$ cat config.mk
export PLATFORM = sky130hd
export DESIGN_NAME = hi_low_game_ctrl
export DESIGN_NICKNAME = d
export VERILOG_FILES = /design/src/rtl/hi_low_game_ctrl.sv
export SDC_FILE = /design/constraint.sdc
export NUM_CORES = 1
export LEC_CHECK = 0
export BUFFER_PORTS_ARGS = -buffer_cell sky130_fd_sc_hd__buf_4
export CAP_MARGIN = 15
export CORE_ASPECT_RATIO = 0.8
export CORE_MARGIN = 10
export CORE_UTILIZATION = 45
export CTS_CLUSTER_SIZE = 10
export DETAILED_ROUTE_END_ITERATION = 8
export GPL_TIMING_DRIVEN = 0
export HOLD_SLACK_MARGIN = 0.06
export PLACE_DENSITY = 0.78
export SYNTH_ARGS = -nofsm -noshare
export SYNTH_HDL_FRONTEND = slang
export SYNTH_SLANG_ARGS = --single-unit
export TNS_END_PERCENT = 10
$ cat constraint.sdc
create_clock -name clk -period 2.25 [get_ports clk]
set_input_delay 0.1125 -clock clk [delete_from_list [all_inputs] [get_ports clk]]
set_output_delay 0.1125 -clock clk [all_outputs]
set_load 0.1 [all_outputs]
$ cat src/rtl/hi_low_game_ctrl.sv
// Hi-low / hot-cold game sequencer: turns the board buttons into commands, sequences
// seed load, guess counting and timed hints, and decides win or lose.
module hi_low_game_ctrl #(
    parameter int unsigned MAX_GUESSES = 6,
    parameter int unsigned HINT_CYCLES = 4
) (
    input  logic       clk,
    input  logic       reset_n,
    input  logic       rand_but_n,
    input  logic       hi_low_but_n,
    input  logic       hot_cold_but_n,
    input  logic       cmp_eq,
    input  logic       cmp_gt,
    input  logic       cmp_hot,
    input  logic       cmp_warm,
    output logic       rand_load,
    output logic       hint_valid,
    output logic       hint_sel,
    output logic [1:0] hint_code,
    output logic [3:0] guesses_left,
    output logic       win,
    output logic       lose,
    output logic [3:0] state_leds
);

    typedef enum logic [2:0] {StIdle, StSeed, StPlay, StHint, StDone} stateType;

    localparam logic [3:0] MaxGuess = 4'(MAX_GUESSES);
    localparam logic [7:0] HintLen  = 8'(HINT_CYCLES);

    // Button bits: [0] rand, [1] hi_low, [2] hot_cold; all stages idle high.
    logic [2:0] butSync1Q, butSync2Q, butPrevQ;
    logic [2:0] pressPulse;
    logic       randPress, hiLowPress, guessPress;

    stateType   stateQ, stateD;
    logic [7:0] hintCntQ, hintCntD;
    logic [3:0] guessesQ, guessesD;
    logic [3:0] stateLedsQ, stateLedsD;
    logic [1:0] hintCodeQ, hintCodeD, verdict;
    logic       randLoadQ, randLoadD;
    logic       hintValidQ, hintValidD;
    logic       hintSelQ, hintSelD;
    logic       winQ, winD, loseQ, loseD;

    always_ff @(posedge clk or negedge reset_n) begin
        if (!reset_n) begin
            butSync1Q <= 3'b111;
            butSync2Q <= 3'b111;
            butPrevQ  <= 3'b111;
        end else begin
            butSync1Q <= {hot_cold_but_n, hi_low_but_n, rand_but_n};
            butSync2Q <= butSync1Q;
            butPrevQ  <= butSync2Q;
        end
    end

    assign pressPulse = butPrevQ & ~butSync2Q;
    assign randPress  = pressPulse[0];
    assign hiLowPress = pressPulse[1];
    assign guessPress = pressPulse[1] | pressPulse[2];

    // hi_low wins over hot_cold when both guess buttons fire together.
    always_comb begin
        verdict = 2'b00;
        if (cmp_eq) begin
            verdict = 2'b11;
        end else if (hiLowPress) begin
            verdict = cmp_gt ? 2'b10 : 2'b01;
        end else if (cmp_hot) begin
            verdict = 2'b10;
        end else if (cmp_warm) begin
            verdict = 2'b01;
        end
    end

    always_comb begin
        stateD     = stateQ;
        randLoadD  = 1'b0;
        hintValidD = hintValidQ;
        hintSelD   = hintSelQ;
        hintCodeD  = hintCodeQ;
        guessesD   = guessesQ;
        winD       = winQ;
        loseD      = loseQ;
        hintCntD   = hintCntQ;
        unique case (stateQ)
            StIdle: begin
                if (randPress) begin
                    stateD    = StSeed;
                    randLoadD = 1'b1;
                end
            end
            StSeed: begin
                stateD     = StPlay;
                guessesD   = MaxGuess;
                winD       = 1'b0;
                loseD      = 1'b0;
                hintValidD = 1'b0;
            end
            StPlay: begin
                if (randPress) begin
                    stateD    = StSeed;
                    randLoadD = 1'b1;
                end else if (guessPress) begin
                    hintSelD   = ~hiLowPress;
                    hintCodeD  = verdict;
                    hintValidD = 1'b1;
                    if (cmp_eq) begin
                        stateD   = StDone;
                        winD     = 1'b1;
                        guessesD = guessesQ - 4'd1;
                    end else if (guessesQ <= 4'd1) begin
                        stateD   = StDone;
                        loseD    = 1'b1;
                        guessesD = 4'd0;
                    end else begin
                        stateD   = StHint;
                        guessesD = guessesQ - 4'd1;
                        hintCntD = HintLen;
                    end
                end
            end
            StHint: begin
                if (randPress) begin
                    stateD    = StSeed;
                    randLoadD = 1'b1;
                end else if (hintCntQ <= 8'd1) begin
                    stateD     = StPlay;
                    hintValidD = 1'b0;
                end else begin
                    hintCntD = hintCntQ - 8'd1;
                end
            end
            StDone: begin
                if (randPress) begin
                    stateD    = StSeed;
                    randLoadD = 1'b1;
                end
            end
            default: stateD = StIdle;
        endcase
    end

    always_comb begin
        stateLedsD = 4'b1000;
        unique case (stateD)
            StIdle:         stateLedsD = 4'b0001;
            StSeed, StPlay: stateLedsD = 4'b0010;
            StHint:         stateLedsD = 4'b0100;
            default:        stateLedsD = 4'b1000;
        endcase
    end

    always_ff @(posedge clk or negedge reset_n) begin
        if (!reset_n) begin
            stateQ     <= StIdle;
            randLoadQ  <= 1'b0;
            hintValidQ <= 1'b0;
            hintSelQ   <= 1'b0;
            hintCodeQ  <= 2'b00;
            guessesQ   <= 4'd0;
            winQ       <= 1'b0;
            loseQ      <= 1'b0;
            hintCntQ   <= 8'd0;
            stateLedsQ <= 4'b0001;
        end else begin
            stateQ     <= stateD;
            randLoadQ  <= randLoadD;
            hintValidQ <= hintValidD;
            hintSelQ   <= hintSelD;
            hintCodeQ  <= hintCodeD;
            guessesQ   <= guessesD;
            winQ       <= winD;
            loseQ      <= loseD;
            hintCntQ   <= hintCntD;
            stateLedsQ <= stateLedsD;
        end
    end

    assign rand_load    = randLoadQ;
    assign hint_valid   = hintValidQ;
    assign hint_sel     = hintSelQ;
    assign hint_code    = hintCodeQ;
    assign guesses_left = guessesQ;
    assign win          = winQ;
    assign lose         = loseQ;
    assign state_leds   = stateLedsQ;

endmodule

==> flow_summary.ini <==
[outcome]
run_status = completed

[synthesis]
synth.top_cells.by_area = sky130_fd_sc_hd__dfrtp_1 36%, sky130_fd_sc_hd__dfstp_2 15%, sky130_fd_sc_hd__nand2b_1 4.7%
ys_top_cells_by_count = 25 x sky130_fd_sc_hd__dfrtp_1, 16 x sky130_fd_sc_hd__nor2_1, 15 x sky130_fd_sc_hd__nand2_1, 13 x sky130_fd_sc_hd__nand2b_1, 10 x sky130_fd_sc_hd__dfstp_2
postSynthCellCount = 165
synth_top_cell_area_share_pct = 36.3
synth_ff_type = sky130_fd_sc_hd__dfrtp_1
yosysTopAreaCell = sky130_fd_sc_hd__dfrtp_1
yosysSeqAreaShare_pct = 51.6
synthDistinctLibCells = 46
synth_async_sr_flop_share_pct = 100
most_frequently_used_cell_type_in_the_post_synthesis_netlist = sky130_fd_sc_hd__dfrtp_1
ys_ff_latch = 35
syn_avg_cell_area_sq_um = 10.4
yosysWarnings = 0
synth_enable_flop_cells = 0
postSynthNetCount = 178
syn_area_sq_mm = 0.00172

[critical_path]
critical_path.reg2reg.endpoint = hintCntQ[0]
worstSetupStartpointType = flop
setup.worst_path.start = guesses_left[0]
setup.worst_path.class = flop to flop
timing.critical_path.required_ns = 2.42
critical_path.max_fanout = 10
worst_setup_path_end_kind = flop
worst_r2r_path_depth = 7
cp_data_arrival_time_ns = 2.35
source_of_the_worst_register_to_register_timing_path = guesses_left[0]
reg2reg_setup_slack_ns = 0.06

[placement]
place_congestion = 0.801
placed_cells_incl_taps = 232
dpl_cell_area_sq_mm = 0.00199
placement.setup.worst_slack_ns = 0.0480
port_buffers = 23
dpl.hpwl_mm = 2.48

[clock_network]
clk_transition_reported_paths_ns = 0.07
cts.htree.levels = 2
tritoncts = done
cts.root.buffer_cell = sky130_fd_sc_hd__clkbuf_8
cts.sink_count = 35
numCtsBuffers = 5
cts.path.max_buffers = 2
clkLatencyLatePin_ns = 0.28

[min_path]
hold_path_class = primary input to flop
min_delay_worst_endpoint = hint_code[1]
worst_hold_path.num_cells = 3
worst_hold_startpoint = cmp_gt

[layout]
n_fill_cell = 324
drive_gt1_share_pct = 34.0
postLayoutCellArea_sq_mm = 0.00217
layout.nets = 212
area.growth.synth_to_final_pct = 25.8
final_core_density_pct = 57.7
instances_no_fill = 244
diodes = 0

[die]
die_x_microns = 89.2
initial_utilization_pct = 45.9
rows = 20
fp.dieH_microns = 75.3
io_pins = 24
dieArea_sq_mm = 0.00672
core-area_sq_mm = 0.00375

[timing]
clock.fmax_ghz = 0.457
timing.final.max_slew_violations = 0
slew-limit-headroom_pct = 67.4
post-route-period-util_pct = 97.2
fin_skew_ns = 0.00597
hold_violations = 0
period_needed_ns = 2.19
totalNegativeSetupSlack_ns = 0
finalWorstSetupSlack_ns = 0.0637
whs_ns = 0.131
report.final.setup_viol = 0
timing_worst_slew_pin_value_ns = 0.487
grt_setup_unrepaired = false

[power]
power_switching_mw = 1.66
power_per_cell_area_mw_per_mm2 = 1570
sw_frac_of_total_pct = 48.7
power.ir.vdd_worst_mv = 0.689
seq_power_share_pct = 29.9
internal_power_mw = 1.74
clock_power_share_pct = 16.7
share_comb_of_total_power_pct = 53.5
p_total_mw = 3.40
cellLeakagePower_nw = 0.977

[route]
drt_pass1_iterations = 4
drt-total-wl_mm = 3.28
drt_first_iter_violations = 61
mean_routed_wirelength_per_cell_microns = 13.4
vias = 1276
vias_per_cell = 5.23
postRouteAntennaNets = 0
detail_route.drc_violations = 0

[global_routing]
grt_start_max_net_pins = 36
antenna_violations_before_repair = 0
grt_first_pass_wirelength_mm = 5.81
grt.total_usage_pct = 11.1
grt_remaining_overflow = 0
first_global_vias = 1270

[job]
timing.max_cap.violations = 0
-- how the worst max path moves through the flow --
stage,end,slack [ns],cells after the start
6_report,hintCntQ[0],0.06,7
5_1_grt,hintCntQ[0],0.002,6
4_1_cts,hintCntQ[0],0.03,5
3_5_place_dp,hintCntQ[0],0.05,5
3_3_place_gp,hintCntQ[1],0.08,6
2_1_floorplan,hintCntQ[0],-0.06,8
-- worst max-delay path: stages, from the launching register on --
cell	delay, ns
sky130_fd_sc_hd__dfrtp_4	0.51
sky130_fd_sc_hd__ha_2	0.21
sky130_fd_sc_hd__o21bai_4	0.13
sky130_fd_sc_hd__o21bai_1	0.10
sky130_fd_sc_hd__a211o_1	0.26
sky130_fd_sc_hd__buf_4	0.17
sky130_fd_sc_hd__or3_4	0.40
sky130_fd_sc_hd__mux2_4	0.31
-- layer usage --
layer	track usage, %	wire [microns]
met1	14.1	1570
met5	0	0
met4	5.81	71
met2	16.6	1530
met3	3.21	106
-- kinds of logic (layout without fill, tap and decap cells) --
group                    Yosys count  in the layout  share of synthesized area, %
multiplexers                       7              7                          4.65
adder cells (fa/ha/maj)            4              4                          2.90
XOR/XNOR                           1              1                         0.508
AO/OA/AOI/OAI                     34             34                          14.0
buffers and inverters             12             47                          3.41
AND/OR/NAND/NOR                   72             72                          22.9
flip-flops                        35             35                          51.6
-- power by group through the flow --
stage	Clock (mW)	Combinational (mW)	Sequential, mW
finish	0.567	1.82	1.01
global route	0.610	1.95	1.05
CTS	0.584	1.81	1.01
detailed placement	0	1.80	1.02
global placement	0	1.78	1.01
floorplan	0	0.710	1.74
-- what timing repair did --
| action | CTS | global route |
|---|---|---|
| buffers inserted | 0 | 0 |
| endpoints found under the hold margin | 28 | 0 |
| resized for setup | 0 | 5 |
| endpoints found under the setup margin | 0 | 7 |
| hold buffers | 4 | 0 |
-- registers in the layout, summed over array words and instances, names as in the netlist --
register	flops
butSync1Q	3
stateQ	3
state_leds	4
lose	1
rand_load	1
win	1
guesses_left	4
hint_code	2
hint_sel	1
hint_valid	1
butSync2Q	3
hintCntQ	8
butPrevQ	3
-- layout by cell type (no fill, tap or decap), types with 2 or more instances in the layout --
cell type / synthesis / layout
sky130_fd_sc_hd__dfstp_2: 10 / 10
sky130_fd_sc_hd__inv_1: 8 / 6
sky130_fd_sc_hd__o31ai_1: 2 / 2
sky130_fd_sc_hd__ha_1: 4 / 2
sky130_fd_sc_hd__clkbuf_8: 0 / 6
sky130_fd_sc_hd__mux2i_1: 5 / 5
sky130_fd_sc_hd__o211ai_1: 4 / 4
sky130_fd_sc_hd__dfrtp_2: 0 / 3
sky130_fd_sc_hd__o21ai_0: 5 / 5
sky130_fd_sc_hd__nand2b_1: 13 / 13
sky130_fd_sc_hd__a21oi_1: 4 / 4
sky130_fd_sc_hd__nor2b_1: 4 / 3
sky130_fd_sc_hd__dfrtp_4: 0 / 2
sky130_fd_sc_hd__nand3_1: 3 / 3
sky130_fd_sc_hd__dfrtp_1: 25 / 20
sky130_fd_sc_hd__a211oi_1: 2 / 2
sky130_fd_sc_hd__buf_4: 1 / 25
sky130_fd_sc_hd__mux2_4: 2 / 2
sky130_fd_sc_hd__nand2_1: 15 / 15
sky130_fd_sc_hd__inv_4: 0 / 2
sky130_fd_sc_hd__or4_1: 2 / 2
sky130_fd_sc_hd__dlygate4sd3_1: 0 / 4
sky130_fd_sc_hd__nor2_1: 16 / 15
sky130_fd_sc_hd__nor4_1: 6 / 6
sky130_fd_sc_hd__nor3_1: 5 / 5
-- layout make-up --
cell class	instances	area (sq um)	share of cell area [%]
clock buffer	6	82.6	3.81
sequential	35	900	41.5
multi-input combinational	118	816	37.6
timing repair buffer	27	213	9.82
tap	44	55.1	2.54
clock inverter	2	35.0	1.62
inverter	8	35.0	1.62
buffer	4	31.3	1.44
(Power assumes the default switching activity.)
